==> config.mk <==
export PLATFORM = sky130hd
export DESIGN_NAME = pc_sequencer
export DESIGN_NICKNAME = d
export VERILOG_FILES = /design/src/rtl/pc_sequencer.sv
export SDC_FILE = /design/constraint.sdc
export NUM_CORES = 1
export LEC_CHECK = 0
export CAP_MARGIN = 20
export CORE_MARGIN = 2
export CORE_UTILIZATION = 30
export CTS_CLUSTER_SIZE = 14
export DETAILED_ROUTE_END_ITERATION = 8
export PLACE_DENSITY = 0.57
export SETUP_SLACK_MARGIN = 0.5
export SKIP_CTS_REPAIR_TIMING = 1
export SYNTH_ARGS = -nofsm -noshare
export SYNTH_HDL_FRONTEND = slang
export SYNTH_SLANG_ARGS = --single-unit
export TNS_END_PERCENT = 50
==> constraint.sdc <==
create_clock -name clk -period 1.8 [get_ports clk]
set_input_delay 0.36 -clock clk [delete_from_list [all_inputs] [get_ports clk]]
set_output_delay 0.36 -clock clk [all_outputs]
set_load 0.02 [all_outputs]
==> src/rtl/pc_sequencer.sv <==
`default_nettype none
// +--------------------------------------------------------------------------+
// | pc_sequencer: fetch/execute program-counter sequencer for the 8-bit core |
// | rev 1.0                                                                  |
// +--------------------------------------------------------------------------+
module pc_sequencer #(
  parameter int PC_W     = 8,
  parameter int RESET_PC = 0,
  parameter int CNT_W    = 16
) (
  input  logic             clk,
  input  logic             rst_n,
  output logic             imem_req,
  output logic [PC_W-1:0]  imem_addr,
  input  logic             imem_ack,
  output logic             instr_valid,
  output logic [PC_W-1:0]  instr_pc,
  input  logic             stall,
  input  logic             branch_valid,
  input  logic             branch_taken,
  input  logic [PC_W-1:0]  branch_target,
  input  logic             halt,
  output logic             halted,
  output logic [CNT_W-1:0] retired_cnt
);

  localparam logic [1:0] S_IDLE   = 2'd0;
  localparam logic [1:0] S_FETCH  = 2'd1;
  localparam logic [1:0] S_EXEC   = 2'd2;
  localparam logic [1:0] S_HALTED = 2'd3;

  localparam logic [PC_W-1:0]  c_reset_pc = RESET_PC[PC_W-1:0];
  localparam logic [PC_W-1:0]  c_pc_one   = {{(PC_W-1){1'b0}}, 1'b1};
  localparam logic [CNT_W-1:0] c_cnt_one  = {{(CNT_W-1){1'b0}}, 1'b1};
  localparam logic [CNT_W-1:0] c_cnt_max  = {CNT_W{1'b1}};

  logic [1:0]       r_state;
  logic [1:0]       w_state_nxt;
  logic [PC_W-1:0]  r_pc;
  logic [CNT_W-1:0] r_cnt;
  logic             w_retire;

  // A retire is the single cycle the execute stage releases the slot.
  assign w_retire = (r_state == S_EXEC) && !stall;

  always_ff @(posedge clk or negedge rst_n) begin
    if (!rst_n) begin
      r_state <= S_IDLE;
    end else begin
      r_state <= w_state_nxt;
    end
  end

  always_comb begin
    w_state_nxt = r_state;
    case (r_state)
      S_IDLE:   w_state_nxt = S_FETCH;
      S_FETCH:  if (imem_ack) w_state_nxt = S_FETCH + 2'd1;
      S_EXEC: begin
        if (!stall) begin
          w_state_nxt = halt ? S_HALTED : S_FETCH;
        end
      end
      S_HALTED: w_state_nxt = S_HALTED;
      default:  w_state_nxt = S_IDLE;
    endcase
  end

  always_comb begin
    imem_req    = 1'b0;
    instr_valid = 1'b0;
    halted      = 1'b0;
    case (r_state)
      S_FETCH:  imem_req    = 1'b1;
      S_EXEC:   instr_valid = 1'b1;
      S_HALTED: halted      = 1'b1;
      default: begin
        imem_req    = 1'b0;
        instr_valid = 1'b0;
        halted      = 1'b0;
      end
    endcase
  end

  // Halt wins over a simultaneous branch and leaves pc on the HALT address.
  always_ff @(posedge clk or negedge rst_n) begin
    if (!rst_n) begin
      r_pc <= c_reset_pc;
    end else if (w_retire && !halt) begin
      if (branch_valid && branch_taken) begin
        r_pc <= branch_target;
      end else begin
        r_pc <= r_pc + c_pc_one;
      end
    end
  end

  always_ff @(posedge clk or negedge rst_n) begin
    if (!rst_n) begin
      r_cnt <= '0;
    end else if (w_retire && (r_cnt != c_cnt_max)) begin
      r_cnt <= r_cnt + c_cnt_one;
    end
  end

  assign imem_addr   = r_pc;
  assign instr_pc    = r_pc;
  assign retired_cnt = r_cnt;

endmodule
`default_nettype wire

## Word-level counts from Yosys, hierarchy flattened

Index checks and enable logic that the tools add are counted.

| storage, ports and cells | value |
|---|---|
| flip-flop bits (word level) | 26 |
| bits of input ports | 15 |
| bits in writable memories | 0 |
| bits in read-only memories | 0 |
| memories kept | 0 |
| latch bits | 0 |

| operators by class | value |
|---|---|
| reductions and logical operators | 8 |
| add/subtract/negate cells | 2 |
| bitwise operators | 0 |
| order comparisons | 0 |
| divide/modulo/power cells | 0 |
| multipliers | 0 |
| shift operators | 0 |
| equal/unequal tests | 6 |
| muxes and demuxes | 8 |

Operators by type and width:

| operator | number |
|---|---|
| $add A16 B1 Y16 const B | 1 |
| $ne A16 B16 Y1 const B | 1 |
| $add A8 B1 Y8 const B | 1 |
| $mux W8 | 1 |
| $pmux W2 S4 | 1 |
| $mux W2 | 3 |
| $eq A2 B2 Y1 const B | 2 |
| $logic_and A1 B1 Y1 | 4 |
| $ne A2 B2 Y1 const B | 2 |
| $mux W1 | 3 |
| $eq A2 B1 Y1 const B | 1 |
| $logic_not A1 Y1 | 2 |
| $logic_not A2 Y1 | 1 |
| $reduce_and A2 Y1 | 1 |

## Logic depth before layout (Yosys ltp)

Gate-level depths: netlist of run 1.

| depth | value |
|---|---|
| word-level depth | 3 |
| depth in mapped cells | 6 |
| depth with buffers taken out | 5 |

## Worst setup path after synthesis of run 1

No wires, ideal clock.

| timing path | value |
|---|---|
| kind | register to register |
| from | register r_cnt[0], in the netlist retired_cnt[0] |
| to | register r_cnt[9], in the netlist retired_cnt[9] |
| arrival | 1.765 ns |
| buffers on the path | 1 |
| slack | -0.104 ns |
| cell stages (with the launch flop) | 7 |
| setup time | 0.138 ns |
| required time | 1.662 ns |
| cells stage by stage | dfrtp_1 > ha_1 > nand4_1 > nor4_2 > buf_2 > nor4_1 > xor2_1 |

| on the way | value |
|---|---|
| cells in the longest elaborated chain, start to end | 2 |

Ends and longest elaborated chain:

| item | RTL line | source |
|---|---|---|
| start, declared | 40 | `logic [CNT_W-1:0] r_cnt;` |
| start signal, assigned | 102 | `r_cnt <= r_cnt + c_cnt_one;` |
| branches (longest 2 deep; another with $add A16 B1 Y16) | - |  |

Parallel ways; which one is timed is not known.
A chain may end at the register's enable or synchronous reset.

## Worst setup path after layout of run 1

Same ends and word-level chain as after synthesis.

==> results by group, run 1 <==
Outcome
  • Status: completed

Drt
  • Initial DRC Count: 24
  • Final wirelength: 3870 um
  • Drt first pass iters: 3
  • DRC: 0
  • Post-DRT Antenna Nets: 0
  • Routed len/inst: 14.60 um
  • Vias: 1340
  • DR vias/cell: 5.057

Global route
  • First-pass GRT wire length: 5920 um
  • Largest net degree at the start of global routing: 27
  • Vias in the first global route: 1264
  • Initial antenna violation count: 0
  • GRT Util Overall: 0.1389
  • Remaining global-route overflow: 0

Placement
  • Routability congestion estimate: 0.8156
  • Post-DP HPWL: 2649 um
  • Pre-CTS setup slack: -0.2929 ns
  • Port Buffers: 49

Timing
  • Max Freq: 587.4 MHz
  • Final hold slack: 0.4648 ns
  • RSZ-0062 raised after global routing: yes
  • Final Cycle Share: 0.9457
  • Crit path time final: 1.702 ns
  • Worst setup margin: 0.09772 ns
  • Final setup vio count: 0
  • Final hold violations: 0
  • Max-slew violation count: 0
  • Slew HR: 0.7702
  • Worst-Margin Slew: 0.3448 ns
  • Clock Skew: 0.002346 ns

Clocking
  • TritonCTS clock tree: built
  • CTS Buf Count: 3
  • H-tree levels: 1
  • Clock transition at path regs: 0.09 ns
  • Clk sink count: 26
  • Clock Latency Late Sink: 0.27 ns
  • Maximum clock path buffer count: 2
  • Clock root buffer master: clkbuf_8

Pwr
  • Final Power: 1298 uW
  • Worst IR Drop VDD: 0.4663 mV
  • Pwr/cell area: 558.2 mW/mm2
  • Leak: 0.001146 uW

Synth
  • Post-synth EDFFs: 0
  • Mapped Nets: 162
  • Async S/R FF share, synth: 1.000
  • Synthesized area per cell: 9.828 um2
  • Synthesis Warnings: 0
  • Netlist cell types: 36
  • Sequential fraction of the synthesis area: 0.4565
  • Synthesized area: 0.001425 mm2
  • Post-synthesis register bit count: 26
  • Primary FF master, synth: dfrtp_1
  • Cell count after synthesis: 145

Setup path
  • Critical path's most frequent cell: nor4_4
  • Crit. End Element: register
  • Crit path cell chain: ha_4 -> nand4_1 -> nor4_4 -> buf_6 -> buf_4 -> nor4_4 -> xor2_1
  • CP max stage delay: 0.39 ns
  • Crit Path Class: reg2reg
  • Data required, critical path: 1.95 ns
  • Critical path startpoint category: register
  • Slowest cell on crit path: dfrtp_2
  • Critical path arrival: 1.85 ns
  • Critical-path maximum fanout: 5

Layout
  • Area growth syn-to-layout: 63.21%
  • Fillcell total: 431
  • Area occupied by multi-input gates: 827.0 um2
  • Share of layout cells above drive strength 1: 0.3602
  • FF/Latch Area: 666.9 um2
  • Final #Nets: 229
  • N_diodes: 0

Run
  • Max-Cap Viols: 0

Worst hold path
  • Hold Path Class: in2async

Floorplan
  • Initial core utilization: 0.3058
  • Row cnt: 25
  • Chip width: 72.93 um
  • Core area: 0.004661 mm2
  • Die Area: 0.005318 mm2
  • Die Span Y: 72.93 um
  • Io pins: 50
==> per-stage QoR <==
step,std cells,area (um2),setup TNS (ns),util
6_report,265,2326,0,0.4991
5_1_grt,265,2326,0,0.4991
4_1_cts,253,2153,-0.08470,0.4620
3_5_place_dp,249,2108,-2.277,0.4523
3_3_place_gp,249,2108,-1.756,0.4523
2_1_floorplan,145,1515,0,-
==> cells by family after synthesis <==
family / synth area share
adder cells (fa/ha/maj): 0.01756
AND/OR/NAND/NOR: 0.2511
flip-flops: 0.4565
AO/OA/AOI/OAI: 0.1150
multiplexers: 0.01493
buffers and inverters: 0.06497
XOR/XNOR: 0.07990
==> synth_stat cells (2+ instances only) <==
cell type | count | area share
a21oi_1 | 11 | 0.039
a2bb2oi_1 | 2 | 0.012
and2_1 | 2 | 0.0088
buf_2 | 2 | 0.0070
buf_4 | 8 | 0.042
clkbuf_1 | 2 | 0.0053
dfrtp_1 | 26 | 0.46
ha_1 | 2 | 0.018
nand2_1 | 14 | 0.037
nand2b_1 | 2 | 0.0088
nand3_1 | 9 | 0.032
nand4_1 | 6 | 0.026
nor2_1 | 2 | 0.0053
nor2b_1 | 2 | 0.0088
nor3_1 | 5 | 0.018
nor4_1 | 3 | 0.013
nor4_2 | 4 | 0.035
o21ai_0 | 9 | 0.032
o22ai_1 | 4 | 0.018
or2_2 | 2 | 0.0088
xor2_1 | 13 | 0.080
==> area by class of cell <==
type                            count  share of cell area
Timing Repair Buffer               75              0.3077
Sequential cell                    26              0.2867
Multi-Input combinational cell    105              0.3556
Inverter                            1            0.001614
Clock buffer                        4             0.01937
Tap cell                           54             0.02905
==> placed cells by master (no fill, tap or decap), types with 2 or more instances in the layout <==
master           Yosys  final
a2bb2oi_1            2      2
nor4_4               0      7
buf_6                1      6
xor2_1              13     13
buf_4                8     21
o21ai_0              9      9
dfrtp_2              0     13
dlymetal6s2s_1       0     10
nor2b_1              2      2
a21oi_1             11     10
clkbuf_2             0      8
nand2_1             14     14
nor3_2               0      5
o22ai_1              4      4
buf_12               0      2
and2_1               2      2
nand2b_1             2      2
nand3_1              9      9
nor2_1               2      2
dfrtp_1             26     13
clkdlybuf4s50_1      0     27
clkbuf_8             0      3
nand4_1              6      6
==> registers in the layout, indices dropped and copies added (netlist names) <==
register,cells
retired_cnt,16
imem_addr,8
r_state,2
==> report_power, final <==
group / total [uW] / internal (uW) / switching (uW)
clock: 338 / 158 / 179
sequential: 659 / 619 / 40.3
combinational: 302 / 151 / 150
total: 1300 / 929 / 370
==> layer usage <==
metal,global-route usage,share of wire,vias up
met3,0.02210,0.052,2
met1,0.1862,0.45,634
met4,0.03086,0.0036,0
met2,0.2364,0.50,43
li1,-,-,661
met5,0,0,-
==> worst paths after layout <==
check                           slack (ns)  cells past startpoint           start              to
worst min register to register        0.52                      1  retired_cnt[3]  retired_cnt[3]
worst max-delay path                   0.1                      7  retired_cnt[0]  retired_cnt[9]
worst min-delay path                  0.46                      2           rst_n    imem_addr[6]
worst max register to register         0.1                      7  retired_cnt[0]  retired_cnt[9]
max in group asynchronous             1.06                      2           rst_n  retired_cnt[5]
min in group clk                      0.52                      1  retired_cnt[3]  retired_cnt[3]
==> critical path: cells and delay by family, from the launching register on <==
kind	cells	cell delay (ns)
buffers and inverters	2	0.31
DFF	1	0.39
adders and majority gates	1	0.14
and+or+nand+nor	3	0.60
xor gates and xnor gates	1	0.14
Power figures use the tool's default switching activity.
==> run 2: changes to the inputs <==
--- a/config.mk
+++ b/config.mk
@@ -16,4 +16,4 @@
 export SYNTH_ARGS = -nofsm -noshare
 export SYNTH_HDL_FRONTEND = slang
 export SYNTH_SLANG_ARGS = --single-unit
-export TNS_END_PERCENT = 50
+export TNS_END_PERCENT = 5
==> results by group, run 2 (synthesis gave the netlist of run 1 again) <==
Layout
  • Most common cell after layout, fill and taps aside: dlymetal6s2s_1 (was clkdlybuf4s50_1)
  • Share of layout cells above drive strength 1: 0.2512 (was 0.3602)
  • Final #Nets: 221 (was 229)
  • Final std cells w/o fill: 257 (was 265)
  • Area growth syn-to-layout: 61.98% (was 63.21%)
  • Area occupied by multi-input gates: 787.0 um2 (was 827.0 um2)
  • Post-Layout Inst Area: 0.002308 mm2 (was 0.002326 mm2)
  • FF/Latch Area: 663.1 um2 (was 666.9 um2)
  • Fillcell total: 409 (was 431)
  • Largest register FFs: 16 (unchanged)
  • Commonest cells after routing, fill and taps aside: dlymetal6s2s_1 (33), dfrtp_1 (16), clkdlybuf4s50_1 (15), buf_4 (14) (was clkdlybuf4s50_1 (27), buf_4 (21), nand2_1 (14))
  • N_diodes: 0 (unchanged)

Clocking
  • Clk sink count: 26 (unchanged)
  • CTS Buf Count: 3 (unchanged)
  • H-tree levels: 1 (unchanged)
  • Clock Latency Late Sink: 0.27 ns (about the same)
  • Maximum clock path buffer count: 2 (unchanged)
  • TritonCTS clock tree: built (unchanged)
  • Clock root buffer master: clkbuf_8 (unchanged)
  • Clock transition at path regs: 0.08 ns (was 0.09 ns)

Drt
  • Routed len/inst: 14.22 um (was 14.60 um)
  • Drt first pass iters: 4 (was 3)
  • Vias: 1276 (was 1340)
  • Final wirelength: 3654 um (was 3870 um)
  • DRC: 0 (unchanged)
  • Post-DRT Antenna Nets: 0 (unchanged)
  • Initial DRC Count: 33 (was 24)
  • DR vias/cell: 4.965 (was 5.057)

Timing
  • Final Cycle Share: 0.9151 (was 0.9457)
  • Max Freq: 607.1 MHz (was 587.4 MHz)
  • Clock Skew: 0.004300 ns (was 0.002346 ns)
  • RSZ-0062 raised after global routing: yes (unchanged)
  • Worst setup margin: 0.1528 ns (was 0.09772 ns)
  • Final setup vio count: 0 (unchanged)
  • Max-slew violation count: 0 (unchanged)
  • Setup Total Neg Slack: 0 ns (unchanged)
  • Slew HR: 0.7746 (was 0.7702)
  • Crit path time final: 1.647 ns (was 1.702 ns)
  • Final hold violations: 0 (unchanged)
  • Worst-Margin Slew: 0.3381 ns (was 0.3448 ns)

Setup path
  • Critical path startpoint category: register (unchanged)
  • Crit. End Element: output port (was register)
  • Reg2reg path depth: 4 (was 7)
  • Crit path cell chain: clkdlybuf4s50_1 (was ha_4 -> nand4_1 -> nor4_4 -> buf_6 -> buf_4 -> nor4_4 -> xor2_1)
  • Data required, critical path: 1.44 ns (was 1.95 ns)
  • Critical path arrival: 1.29 ns (was 1.85 ns)
  • CP max stage delay: 0.62 ns (was 0.39 ns)
  • Slowest cell on crit path: clkdlybuf4s50_1 (was dfrtp_2)
  • Crit Path Class: reg2out (was reg2reg)
  • Critical-path maximum fanout: 4 (was 5)
  • Buf/Inv on CP: 1 (was 2)
  • Levels on crit path: 1 (was 7)
  • CP top delay family: buffers and inverters (was simple AND/OR/NAND/NOR gates)

Floorplan
  • Io pins: 50 (unchanged)
  • Initial core utilization: 0.3058 (unchanged)
  • Chip width: 72.93 um (unchanged)
  • Core area: 0.004661 mm2 (unchanged)
  • Row cnt: 25 (unchanged)
  • Die Span Y: 72.93 um (unchanged)
  • Die Area: 0.005318 mm2 (unchanged)

Placement
  • Port Buffers: 49 (unchanged)
  • Post-DP HPWL: 2575 um (was 2649 um)
  • Placed Area: 0.002053 mm2 (was 0.002108 mm2)
  • Dpl cells: 245 (was 249)
  • Routability congestion estimate: 0.7906 (was 0.8156)
  • Pre-CTS setup slack: -0.2561 ns (was -0.2929 ns)

Pwr
  • Comb power frac: 0.220 (was 0.232)
  • Clock share of power: 0.262 (was 0.260)
  • Cell Int Power: 925.0 uW (was 928.8 uW)
  • Sw Share: 0.2819 (was 0.2847)
  • Leak: 0.001502 uW (was 0.001146 uW)
  • Reg power frac: 0.518 (was 0.508)
  • Pwr/cell area: 558.1 mW/mm2 (was 558.2 mW/mm2)
  • Final Power: 1288 uW (was 1298 uW)
  • Worst IR Drop VDD: 0.3374 mV (was 0.4663 mV)
  • Net Sw Power: 363.2 uW (was 369.6 uW)

Global route
  • First-pass GRT wire length: 5595 um (was 5920 um)
  • Remaining global-route overflow: 0 (unchanged)
  • GRT Util Overall: 0.1326 (was 0.1389)
  • Largest net degree at the start of global routing: 27 (unchanged)
  • Vias in the first global route: 1187 (was 1264)
  • Initial antenna violation count: 0 (unchanged)

Worst hold path
  • Hold Crit Depth: 3
  • Hold Path Class: in2reg (was in2async)

Outcome
  • Status: completed (unchanged)

Run
  • Max-Cap Viols: 0 (unchanged)
==> run 2: cell count changes in the layout (fill, tap and decap cells not counted), sizes merged <==
cell           previous run  this run
buf                      30        19
dlymetal6s2s             10        33
clkbuf                   12         4
clkdlybuf4s50            27        15
==> run 2: power groups by stage <==
stage	sequential (uW)	combinational [uW]	clock, uW
after floorplan	712	96.7	0
after global placement	679	269	0
after detailed placement	683	272	0
after CTS	672	273	351
after global routing	677	311	380
final	667	283	338
==> run 2: worst paths after layout <==
kind                              endpoint            start  slack [ns]
max                           imem_addr[7]     imem_addr[7]        0.15
max in group asynchronous   retired_cnt[5]            rst_n        1.06
min reg2reg                retired_cnt[15]  retired_cnt[15]        0.52
max reg2reg                retired_cnt[15]   retired_cnt[2]        0.18
min in group asynchronous     imem_addr[4]            rst_n        0.46
min                             r_state[0]            stall        0.43
==> run 2: worst min-delay path, stage by stage <==
cell	delay, ns
dlymetal6s2s_1	0.11
buf_4	0.12
a22oi_1	0.07
==> run 2: area by class of cell <==
class,count,area share
repair buffers,67,0.3214
inverters,1,0.001626
clock buffers,4,0.01951
flip-flops and latches,26,0.2873
multi-input cells,105,0.3409
well taps,54,0.02927
==> run 2: per-stage QoR <==
step	utilization	hold slack [ns]
after global placement	0.4405	0.5175
final	0.4953	0.4271
after CTS	0.4502	0.4697
after detailed placement	0.4405	0.5181
after global routing	0.4953	0.4324
after floorplan	-	0.06441
==> run 2: metal layers <==
layer	global-route usage	wire (um)
met1	0.1747	1671
met2	0.2242	1725
met3	0.02624	231
met4	0.03086	25
met5	0	0
==> run 3: changes to the inputs <==
==> constraint.sdc (replaced) <==
create_clock -name clk -period 1.4 [get_ports clk]
set_input_delay 0.28 -clock clk [delete_from_list [all_inputs] [get_ports clk]]
set_output_delay 0.28 -clock clk [all_outputs]
set_load 0.05 [all_outputs]
==> results by group, run 3 (synthesis gave the netlist of run 1 again) <==
Clocking
  • Clk sink count: 26 (unchanged)
  • TritonCTS clock tree: built (unchanged)
  • Clock Latency Late Sink: 0.27 ns (about the same)
  • Maximum clock path buffer count: 2 (unchanged)
  • CTS Buf Count: 3 (unchanged)
  • H-tree levels: 1 (unchanged)
  • Clock transition at path regs: 0.10 ns (was 0.08 ns)
  • Clock root buffer master: clkbuf_8 (unchanged)

Pwr
  • Worst IR Drop VDD: 0.5685 mV (was 0.3374 mV)
  • Cell Int Power: 1542 uW (was 925.0 uW)
  • Sw Share: 0.3054 (was 0.2819)
  • Comb power frac: 0.331 (was 0.220)
  • Clock share of power: 0.286 (was 0.262)
  • Reg power frac: 0.383 (was 0.518)
  • Leak: 0.001247 uW (was 0.001502 uW)
  • Pwr/cell area: 786.6 mW/mm2 (was 558.1 mW/mm2)
  • Net Sw Power: 677.7 uW (was 363.2 uW)

Worst hold path
  • Hold Path Class: in2async (was in2reg)

Floorplan
  • Initial core utilization: 0.3058 (unchanged)
  • Row cnt: 25 (unchanged)
  • Io pins: 50 (unchanged)
  • Core area: 0.004661 mm2 (unchanged)
  • Die Area: 0.005318 mm2 (unchanged)
  • Die Span Y: 72.93 um (unchanged)
  • Chip width: 72.93 um (unchanged)

Setup path
  • Crit. End Element: register (was output port)
  • Critical path startpoint category: register (unchanged)
  • Critical path arrival: 1.78 ns (was 1.29 ns)
  • Slowest cell on crit path: nor4_4 (was clkdlybuf4s50_1)
  • Critical Path Start: retired_cnt[1] (was imem_addr[7])
  • Crit Path Class: reg2reg (was reg2out)
  • Critical-path maximum fanout: 7 (was 4)
  • Crit path cell chain: ha_4 -> nand4_1 -> nor4_4 -> buf_6 -> nor4b_1 -> xor2_1 (was clkdlybuf4s50_1)
  • Data required, critical path: 1.54 ns (was 1.44 ns)
  • Reg-to-Reg Start: retired_cnt[1] (was retired_cnt[2])
  • CP max stage delay: 0.42 ns (was 0.62 ns)

Global route
  • Largest net degree at the start of global routing: 27 (unchanged)
  • Remaining global-route overflow: 0 (unchanged)
  • First-pass GRT wire length: 6458 um (was 5595 um)
  • GRT Util Overall: 0.1509 (was 0.1326)
  • Vias in the first global route: 1443 (was 1187)
  • Initial antenna violation count: 0 (unchanged)

Drt
  • Drt first pass iters: 6 (was 4)
  • DRC: 0 (unchanged)
  • Initial DRC Count: 39 (was 33)
  • Post-DRT Antenna Nets: 0 (unchanged)
  • Routed len/inst: 13.90 um (was 14.22 um)
  • Final wirelength: 3879 um (was 3654 um)
  • Vias: 1405 (was 1276)
  • DR vias/cell: 5.036 (was 4.965)

Timing
  • Max-slew violation count: 0 (unchanged)
  • Worst setup margin: -0.2328 ns (was 0.1528 ns)
  • Crit path time final: 1.633 ns
  • Setup Total Neg Slack: -3.287 ns (was 0 ns)
  • RSZ-0062 raised after global routing: yes (unchanged)
  • Final Cycle Share: 1.166
  • Worst-Margin Slew: 0.3514 ns (was 0.3381 ns)
  • Max Freq: 612.4 MHz
  • Final hold slack: 0.3714 ns (was 0.4271 ns)
  • Clock Skew: 0.008468 ns (was 0.004300 ns)
  • Final hold violations: 0 (unchanged)
  • Final setup vio count: 17 (was 0)
  • Slew HR: 0.7657 (was 0.7746)

Outcome
  • Status: finished, violations left (was completed)
  • Failing checks: negative setup slack

Layout
  • Final std cells w/o fill: 279 (was 257)
  • N_diodes: 0 (unchanged)
  • Area growth syn-to-layout: 97.98% (was 61.98%)
  • Share of layout cells above drive strength 1: 0.5156 (was 0.2512)
  • Area occupied by multi-input gates: 787.0 um2 (unchanged)
  • FF/Latch Area: 670.6 um2 (was 663.1 um2)
  • Final #Nets: 243 (was 221)
  • Largest register FFs: 16 (unchanged)
  • Fillcell total: 357 (was 409)
  • Post-Layout Inst Area: 0.002821 mm2 (was 0.002308 mm2)
  • Commonest cells after routing, fill and taps aside: buf_12 (36), buf_4 (21), buf_6 (18), dfrtp_2 (16) (was dlymetal6s2s_1 (33), dfrtp_1 (16), clkdlybuf4s50_1 (15), buf_4 (14))
  • Most common cell after layout, fill and taps aside: buf_12 (was dlymetal6s2s_1)

Placement
  • Dpl cells: 274 (was 245)
  • Post-DP HPWL: 3108 um (was 2575 um)
  • Routability congestion estimate: 0.8448 (was 0.7906)
  • Port Buffers: 49 (unchanged)
  • Placed Area: 0.002633 mm2 (was 0.002053 mm2)

Run
  • Max-Cap Viols: 0 (unchanged)
==> run 3: cell count changes in the layout (fill, tap and decap cells not counted), moves of 6 or more <==
cell and delta:
dlymetal6s2s_1 -33, buf_6 +15, buf_4 +7, dfrtp_1 -6, dfrtp_2 +6, buf_12 +34
==> run 3: path summary, 6_finish.rpt <==
| check | endpoint | slack [ns] | cells after the start |
|---|---|---|---|
| setup / recovery | retired_cnt[6] | -0.23 | 6 |
| hold / removal | retired_cnt[14] | 0.37 | 2 |
| setup reg to reg | retired_cnt[6] | -0.23 | 6 |
| hold reg to reg | retired_cnt[10] | 0.58 | 2 |
| max in group asynchronous | retired_cnt[8] | 0.73 | 2 |
| min in group clk | retired_cnt[10] | 0.58 | 2 |
==> run 3: per-stage QoR <==
stage | setup WS, ns | total power (uW) | util
floorplan | -0.3485 | 1179 | -
global placement | -0.5071 | 1575 | 0.5648
detailed placement | -0.5595 | 1590 | 0.5648
CTS | -0.3024 | 2228 | 0.5801
global route | -0.3480 | 2296 | 0.6054
finish | -0.2328 | 2219 | 0.6054
==> run 3: power by group through the flow <==
stage	clock network (uW)	logic [uW]	registers, uW
after floorplan	0	173	1010
after global placement	0	717	859
after detailed placement	0	728	862
after CTS	649	732	847
after global routing	668	774	854
final	635	734	850
==> run 3: area by class of cell <==
type | instances | area share
clock buffer | 3 | 0.01463
clock inverter | 1 | 0.01064
inverter | 1 | 0.001330
multi-input combinational | 105 | 0.2789
sequential | 26 | 0.2377
tap | 54 | 0.02395
timing repair buffer | 89 | 0.4328
==> run 3: critical path, delay by kind of cell (launching register included) <==
family	cells	cell delay (ns)
buffers and inverters	1	0.19
DFF	1	0.40
adders and majority gates	1	0.14
xor gates and xnor gates	1	0.14
and+or+nand+nor	3	0.63
==> run 3: per-layer routing <==
metal  wire length [um]  track usage  up-vias
met2               2098       0.2747       38
met1               1619       0.1832      685
li1                   -            -      680
met5                  0            0        -
met3                152      0.03315        2
met4                  8      0.02881        0
